`src/rtl/sync_link_pkg.sv`:
```
// Shared definitions for the 1110010 sync-word link: FSM state encoding,
// the default sync word, and a counter-width helper.
package sync_link_pkg;

  typedef enum logic [1:0] {
    ST_IDLE = 2'd0,
    ST_SYNC = 2'd1,
    ST_DATA = 2'd2,
    ST_GAP  = 2'd3
  } state_e;

  // Transmitter and detector both take the sync word from here.
  localparam logic [6:0] SYNC_WORD     = 7'b1110010;
  localparam int         SYNC_WORD_LEN = 7;

  // Width needed to hold (max(a,b,c) - 1), never less than one bit.
  function automatic int cnt_width(input int a, input int b, input int c);
    int m;
    m = a;
    if (b > m) m = b;
    if (c > m) m = c;
    return (m <= 1) ? 1 : $clog2(m);
  endfunction

endpackage

```
`src/rtl/sync_frame_tx_if.sv`:
```
// Payload handshake between a word source and the frame transmitter.
interface sync_frame_tx_if #(
  parameter int DATA_W = 8
);
  logic [DATA_W-1:0] tx_data;
  logic              tx_valid;
  logic              tx_ready;

  modport master (output tx_data, output tx_valid, input tx_ready);
  modport slave  (input tx_data, input tx_valid, output tx_ready);
endinterface

```
`src/rtl/sync_frame_tx_piso.sv`:
```
// MSB-first parallel-in serial-out shift register with a down-counter.
// It holds the bits still to be sent after the one currently on the line:
// msb_o is the next bit, last_o flags that the current bit ends the phase.
module piso_shift #(
  parameter int WIDTH = 8,
  parameter int CNT_W = 3
) (
  input  logic             clk,
  input  logic             rst,
  input  logic             load_i,
  input  logic [WIDTH-1:0] load_data_i,
  input  logic [CNT_W-1:0] load_cnt_i,
  input  logic             shift_i,
  output logic             msb_o,
  output logic             last_o
);

  logic [WIDTH-1:0] sr_q, sr_d;
  logic [CNT_W-1:0] cnt_q, cnt_d;

  // Load wins over shift; the counter stops at zero instead of wrapping.
  always_comb begin
    sr_d  = sr_q;
    cnt_d = cnt_q;
    if (load_i) begin
      sr_d  = load_data_i;
      cnt_d = load_cnt_i;
    end else if (shift_i) begin
      sr_d = sr_q << 1;
      if (cnt_q != '0) cnt_d = cnt_q - CNT_W'(1);
    end
  end

  // Shift register and counter state.
  always_ff @(posedge clk) begin
    if (rst) begin
      sr_q  <= '0;
      cnt_q <= '0;
    end else begin
      sr_q  <= sr_d;
      cnt_q <= cnt_d;
    end
  end

  assign msb_o  = sr_q[WIDTH-1];
  assign last_o = (cnt_q == '0);

endmodule

```
`src/rtl/sync_frame_tx.sv`:
```
// Serial frame transmitter: sync word, payload (both MSB first), then guard
// bits at idle level. ser_out is registered, so every line value is decided
// one edge ahead from the next state.
module sync_frame_tx
  import sync_link_pkg::*;
#(
  parameter logic [15:0] SYNC_PATTERN = 16'(SYNC_WORD),
  parameter int          SYNC_LEN     = SYNC_WORD_LEN,
  parameter int          DATA_W       = 8,
  parameter int          GAP_LEN      = 2,
  parameter logic        IDLE_LEVEL   = 1'b0
) (
  input  logic                  clk,
  input  logic                  rst,
  sync_frame_tx_if.slave        tx,
  output logic                  ser_out,
  output logic                  busy,
  output logic                  frame_done,
  output logic [1:0]            state
);

  localparam int SR_W  = (SYNC_LEN > DATA_W) ? SYNC_LEN : DATA_W;
  localparam int CNT_W = cnt_width(SYNC_LEN, DATA_W, GAP_LEN);

  // The first sync bit goes straight to the line; the shifter gets the rest,
  // left-aligned so its MSB is always the next bit to send.
  localparam logic [31:0]     SYNC_MSK   = 32'(SYNC_PATTERN) & ((32'd1 << SYNC_LEN) - 32'd1);
  localparam logic [SR_W-1:0] SYNC_REST  = SR_W'(SYNC_MSK << (SR_W - SYNC_LEN + 1));
  localparam logic            SYNC_FIRST = SYNC_PATTERN[SYNC_LEN-1];

  localparam logic [CNT_W-1:0] SYNC_CNT = CNT_W'(SYNC_LEN - 1);
  localparam logic [CNT_W-1:0] DATA_CNT = CNT_W'(DATA_W - 1);
  localparam logic [CNT_W-1:0] GAP_CNT  = CNT_W'((GAP_LEN > 0) ? GAP_LEN - 1 : 0);

  state_e            state_q, state_d;
  logic              ser_q, ser_d;
  logic              busy_q, busy_d;
  logic              done_q, done_d;
  logic [DATA_W-1:0] data_q, data_d;

  logic              take;
  logic              sh_load, sh_shift, sh_msb, sh_last;
  logic [SR_W-1:0]   sh_load_data;
  logic [CNT_W-1:0]  sh_load_cnt;
  logic [SR_W-1:0]   data_rest;

  assign tx.tx_ready = (state_q == ST_IDLE) && !rst;
  assign take        = tx.tx_valid && tx.tx_ready;
  assign data_rest   = SR_W'(data_q) << (SR_W - DATA_W + 1);

  piso_shift #(
    .WIDTH (SR_W),
    .CNT_W (CNT_W)
  ) u_piso (
    .clk         (clk),
    .rst         (rst),
    .load_i      (sh_load),
    .load_data_i (sh_load_data),
    .load_cnt_i  (sh_load_cnt),
    .shift_i     (sh_shift),
    .msb_o       (sh_msb),
    .last_o      (sh_last)
  );

  // Next state, next line bit and shifter control for each frame phase.
  always_comb begin
    state_d      = state_q;
    ser_d        = IDLE_LEVEL;
    done_d       = 1'b0;
    data_d       = data_q;
    sh_load      = 1'b0;
    sh_load_data = '0;
    sh_load_cnt  = '0;
    sh_shift     = 1'b0;
    unique case (state_q)
      ST_IDLE: begin
        if (take) begin
          state_d      = ST_SYNC;
          ser_d        = SYNC_FIRST;
          data_d       = tx.tx_data;
          sh_load      = 1'b1;
          sh_load_data = SYNC_REST;
          sh_load_cnt  = SYNC_CNT;
        end
      end
      ST_SYNC: begin
        if (sh_last) begin
          state_d      = ST_DATA;
          ser_d        = data_q[DATA_W-1];
          sh_load      = 1'b1;
          sh_load_data = data_rest;
          sh_load_cnt  = DATA_CNT;
        end else begin
          ser_d    = sh_msb;
          sh_shift = 1'b1;
        end
      end
      ST_DATA: begin
        if (sh_last) begin
          if (GAP_LEN > 0) begin
            state_d     = ST_GAP;
            sh_load     = 1'b1;
            sh_load_cnt = GAP_CNT;
          end else begin
            state_d = ST_IDLE;
            done_d  = 1'b1;
          end
        end else begin
          ser_d    = sh_msb;
          sh_shift = 1'b1;
        end
      end
      ST_GAP: begin
        if (sh_last) begin
          state_d = ST_IDLE;
          done_d  = 1'b1;
        end else begin
          sh_shift = 1'b1;
        end
      end
      default: state_d = ST_IDLE;
    endcase
    busy_d = (state_d != ST_IDLE);
  end

  // Registered FSM state, line and status; reset abandons any frame.
  always_ff @(posedge clk) begin
    if (rst) begin
      state_q <= ST_IDLE;
      ser_q   <= IDLE_LEVEL;
      busy_q  <= 1'b0;
      done_q  <= 1'b0;
      data_q  <= '0;
    end else begin
      state_q <= state_d;
      ser_q   <= ser_d;
      busy_q  <= busy_d;
      done_q  <= done_d;
      data_q  <= data_d;
    end
  end

  assign ser_out    = ser_q;
  assign busy       = busy_q;
  assign frame_done = done_q;
  assign state      = state_q;

endmodule

```
`src/flat_wrapper.sv`:
```
// flat-port wrapper written by rule: the top's interface ports become plain ports
module sync_frame_tx_flat import sync_link_pkg::*;
#(
  parameter logic [15:0] SYNC_PATTERN = 16'(SYNC_WORD),
  parameter int          SYNC_LEN     = SYNC_WORD_LEN,
  parameter int          DATA_W       = 8,
  parameter int          GAP_LEN      = 2,
  parameter logic        IDLE_LEVEL   = 1'b0
)
  (clk, rst, ser_out, busy, frame_done, state, tx_tx_data, tx_tx_valid, tx_tx_ready);
  sync_frame_tx_if #(.DATA_W(DATA_W)) tx_i ();
  input  logic clk;
  input  logic rst;
  output logic ser_out;
  output logic busy;
  output logic frame_done;
  output logic [1:0] state;
  input wire logic [$bits(tx_i.tx_data)-1:0] tx_tx_data;
  input wire logic [$bits(tx_i.tx_valid)-1:0] tx_tx_valid;
  output wire logic [$bits(tx_i.tx_ready)-1:0] tx_tx_ready;
  assign tx_i.tx_data = tx_tx_data;
  assign tx_i.tx_valid = tx_tx_valid;
  assign tx_tx_ready = tx_i.tx_ready;
  sync_frame_tx #(.SYNC_PATTERN(SYNC_PATTERN), .SYNC_LEN(SYNC_LEN), .DATA_W(DATA_W), .GAP_LEN(GAP_LEN), .IDLE_LEVEL(IDLE_LEVEL)) u_core (.clk(clk), .rst(rst), .tx(tx_i), .ser_out(ser_out), .busy(busy), .frame_done(frame_done), .state(state));
endmodule
```
`config.mk`:
```
export PLATFORM = sky130hd
export DESIGN_NAME = sync_frame_tx_flat
export DESIGN_NICKNAME = d
export VERILOG_FILES = /design/src/rtl/sync_link_pkg.sv /design/src/rtl/sync_frame_tx_if.sv /design/src/rtl/sync_frame_tx_piso.sv /design/src/rtl/sync_frame_tx.sv /design/src/flat_wrapper.sv
export SDC_FILE = /design/constraint.sdc
export NUM_CORES = 1
export LEC_CHECK = 0
export CAP_MARGIN = 20
export CORE_UTILIZATION = 53
export CTS_CLUSTER_DIAMETER = 30
export DETAILED_ROUTE_END_ITERATION = 8
export PLACE_DENSITY = 0.78
export SLEW_MARGIN = 10
export SYNTH_ARGS = -nofsm -noshare
export SYNTH_HDL_FRONTEND = slang
export SYNTH_SLANG_ARGS = --single-unit
```
`constraint.sdc`:
```
create_clock -name clk -period 1.9 [get_ports clk]
set_input_delay 0.285 -clock clk [delete_from_list [all_inputs] [get_ports clk]]
set_output_delay 0.285 -clock clk [all_outputs]
set_load 0.005 [all_outputs]
```
==> results list <==
- The cell family contributing the most delay on the critical path is simple AND/OR/NAND/NOR gates.
- The first global-routing pass estimated 4500 um of wire.
- Slew at the pin closest to its max-slew limit: 0.501 ns
* Standard cell core area: 2190 um2
* Top-level port count: 17
- Once layout is done, the placed cells without fillers occupy 1480 um2.
* Number of vias per cell after detailed routing: 5.80
- The count of nets left with antenna violations once routing finished came out at 0.
- Overall overflow remaining after global route: 0
* Depth of the worst register-to-register path: 6
- GR met3 Demand/Resource: 0.0494
- Number of distinct library cells after synthesis: 36
* Cell with the largest stage delay on the worst path: and2b_1
- Number of warnings reported in the yosys synthesis log: 0
- Die Span X: 50.1 um
- Clock-pin slew was measured on the worst setup and hold paths at 0.13 ns.
* Total wire length after detailed routing: 2730 um
* Global-route layer with the greatest usage: met2
* Crit. End Element: register
- CTS Buf Count: 3
* Number of core rows: 17
- At the worst endpoint, the required time is 2.15 ns.
- Setup repair after global routing left no endpoint under its margin.
* Count of unresolved DRC violations after routing: 0
- Worst VDD drop: 719 uV
- In this run the worst hold path is classified as register to register.
- The total count of hold-check failures in the final report was 0.
- Buffers added on ports: 16
* Number of H-tree levels: 1
- TritonCTS sink count: 23
- The routed layout has 1067 vias.
* Hold Crit Start: u_core.data_q[2]
* Clock tree from TritonCTS: yes
* DP Wirelength: 1890 um
* Cells after synthesis: 136
- In the final timing run, aggregate negative setup slack is 0 ns.
- The startpoint identified for the worst register-to-register timing path is u_core.u_piso.cnt_q[0].
- Power density relative to cell area: 1260 nW/um2
- Clk buf depth: 2
- Ordered cell list for the critical path: inv_1 -> ha_1 -> and2b_1 -> nor3_1 -> o31a_1 -> o22ai_1
- Placed standard-cell area: 1430 um2
- The later pin in the worst-skew pair is clocked with a latency of 0.31 ns.
- The flow ran to the end, and the final reports show no timing, DRC or antenna violations.
- All-layer global routing usage: 0.237
- Standby leakage power: 0.591 nW
- Clock Tree Root: clkbuf_4
- Largest net degree at the start of global routing: 17
- Arrival @ worst endpoint: 2.00 ns
- Critical Path Source: u_core.u_piso.cnt_q[0]
- Floorplan die height: 50.1 um
- The number of setup buffers added after CTS is 0.
- The number of hold buffers added after CTS was 0.
- Counting both buffers and inverters, the worst setup path holds a total of 1.
- Worst slew margin relative to its limit: 0.666
* Startpoint types: register
- Maximum clock frequency: 0.573 GHz
- The worst path needs 1.74 ns of the cycle, external delays included.
* Weighted congestion at the end of routability-driven global placement: 0.779
- Total of flip-flops plus latches after synthesis: 23
- Setup violations remaining at the end of the flow were counted as 0.
* Part of the Yosys area used for sequential elements: 0.376
- Antenna violations before repair: 0
- The tool flagged a number of max-cap violations equal to 0.
- Crit path depth: 6
* Initial cell density of the core: 0.559
- Syn Area/Cell: 9.01 um2
* Layout cell share with drive strength beyond 1: 0.173
- From synthesis to final layout, the design area changed by 20.9%.
- The synthesized netlist occupies a cell area of 1220 um2.
- Kind of critical path: register to register
* Tcrit/Tclk final: 0.918
* Maximum fanout along the worst path: 12
- Total nets after synthesis: 155
- The largest single stage delay on the critical path is 0.48 ns.
- Final slew viol count: 0
- Dividing the detail-routed wire length by the instance count gives 14.8 um.
* Number of nets in the layout: 176
- Router iterations before antenna repair: 4
- The first routing iteration left 26 violations.
- Overall die area: 2510 um2
- 0 antenna diodes ended up in the layout.
- In the global route stage, met2 resource usage came out at 0.449.
- Vias in the first global route: 1053
- For this run, global-route usage on met1 was measured as 0.263.
- Along the worst hold path, the cell count comes to 2.
* Skew final: 0.00581 ns
-- worst paths after layout --
check / endpoint / slack (ns)
setup / recovery: u_core.busy / 0.16
hold / removal: u_core.data_q[2] / 0.47
setup reg to reg: u_core.busy / 0.16
hold reg to reg: u_core.data_q[2] / 0.47
-- routing by layer --
layer  vias to the layer above  part of all wire
met1                       514              0.42
met5                         -                 0
met4                         0            0.0044
met3                         2             0.047
li1                        520                 -
met2                        31              0.53
-- registers in the layout (all words and copies together), names as in the netlist --
| signal | count |
|---|---|
| u_core.busy | 1 |
| u_core.data_q | 8 |
| u_core.u_piso.cnt_q | 3 |
| u_core.state | 2 |
| u_core.u_piso.sr_q | 7 |
| u_core.frame_done | 1 |
| u_core.ser_out | 1 |
-- area by class of cell --
class,count,area [um2]
multi-input cells,101,721
fillers,200,709
flip-flops and latches,23,460
repair buffers,24,223
well taps,28,35.0
clock buffers,3,22.5
inverters,4,15.0
clock inverters,1,5.00
-- cell families (layout without fill, tap and decap cells) --
group,after synthesis,count (layout),synth area share
DFF,23,23,0.376
adders and majority gates,8,8,0.0817
muxes,1,1,0.00919
and+or+nand+nor,58,58,0.276
buffers and inverters,12,32,0.0501
AOI/OAI and AO/OA,34,34,0.207
-- layout by cell type, fill, tap and decap left out, types with 2 or more instances in the layout --
cell type         n
inv_2             2
clkdlybuf4s50_1  15
dfxtp_1          23
buf_4             8
nor3_1            8
nor2_1            4
nor3_2            3
o21a_1            2
nand3b_1          5
nand3_1           5
o21ai_0           3
clkbuf_4          3
a21oi_1          14
nand2_1          21
nand3b_4          2
ha_1              7
a221oi_2          4
inv_1             2
o22a_1            3
nor2b_1           2
nand2b_1          2
-- through the flow --
step | hold slack [ns] | instances | total power [mW] | utilization | setup slack [ns]
after global routing | 0.490 | 184 | 2.00 | 0.676 | 0.0181
after global placement | 0.447 | 180 | 1.58 | 0.654 | 0.174
final | 0.468 | 184 | 1.87 | 0.676 | 0.156
after floorplan | 0.384 | 136 | 1.38 | - | 0.296
after detailed placement | 0.451 | 180 | 1.61 | 0.654 | 0.105
after CTS | 0.470 | 184 | 1.85 | 0.668 | 0.00242
-- cell usage after synthesis (all sizes together) --
cell / count / share of area
a211oi: 1 / 0.0061
a21o: 1 / 0.0061
a21oi: 15 / 0.070
a221oi: 4 / 0.049
a311oi: 1 / 0.0072
and2b: 1 / 0.0061
and3b: 1 / 0.0072
and4b: 1 / 0.0082
buf: 6 / 0.032
clkbuf: 2 / 0.0061
dfxtp: 23 / 0.38
ha: 8 / 0.082
inv: 4 / 0.012
mux2: 1 / 0.0092
nand2: 21 / 0.064
nand2b: 2 / 0.010
nand3: 5 / 0.020
nand3b: 7 / 0.063
nand4: 1 / 0.0051
nor2: 5 / 0.017
nor2b: 2 / 0.010
nor3: 11 / 0.057
nor3b: 1 / 0.0061
o211ai: 1 / 0.0061
o21a: 2 / 0.012
o21ai: 4 / 0.016
o22a: 3 / 0.021
o22ai: 1 / 0.0051
o31a: 1 / 0.0072
-- where the power goes --
group	leakage, nW	switching [mW]	internal, mW
clock	0.0177	0.148	0.0787
sequential	0.189	0.0643	0.602
combinational	0.385	0.556	0.422
-- worst reg2reg max path, cell delays in order (launching register included) --
cell     delay (ns)
dfxtp_1        0.33
inv_1          0.09
ha_1           0.29
and2b_1        0.48
nor3_1         0.09
o31a_1         0.27
o22ai_1        0.14
-- repair_timing --
action	4_1_cts	5_1_grt
resized for setup	1	5
pin swaps	1	0
endpoints found under the setup margin	1	5
(Power assumes the default switching activity.)
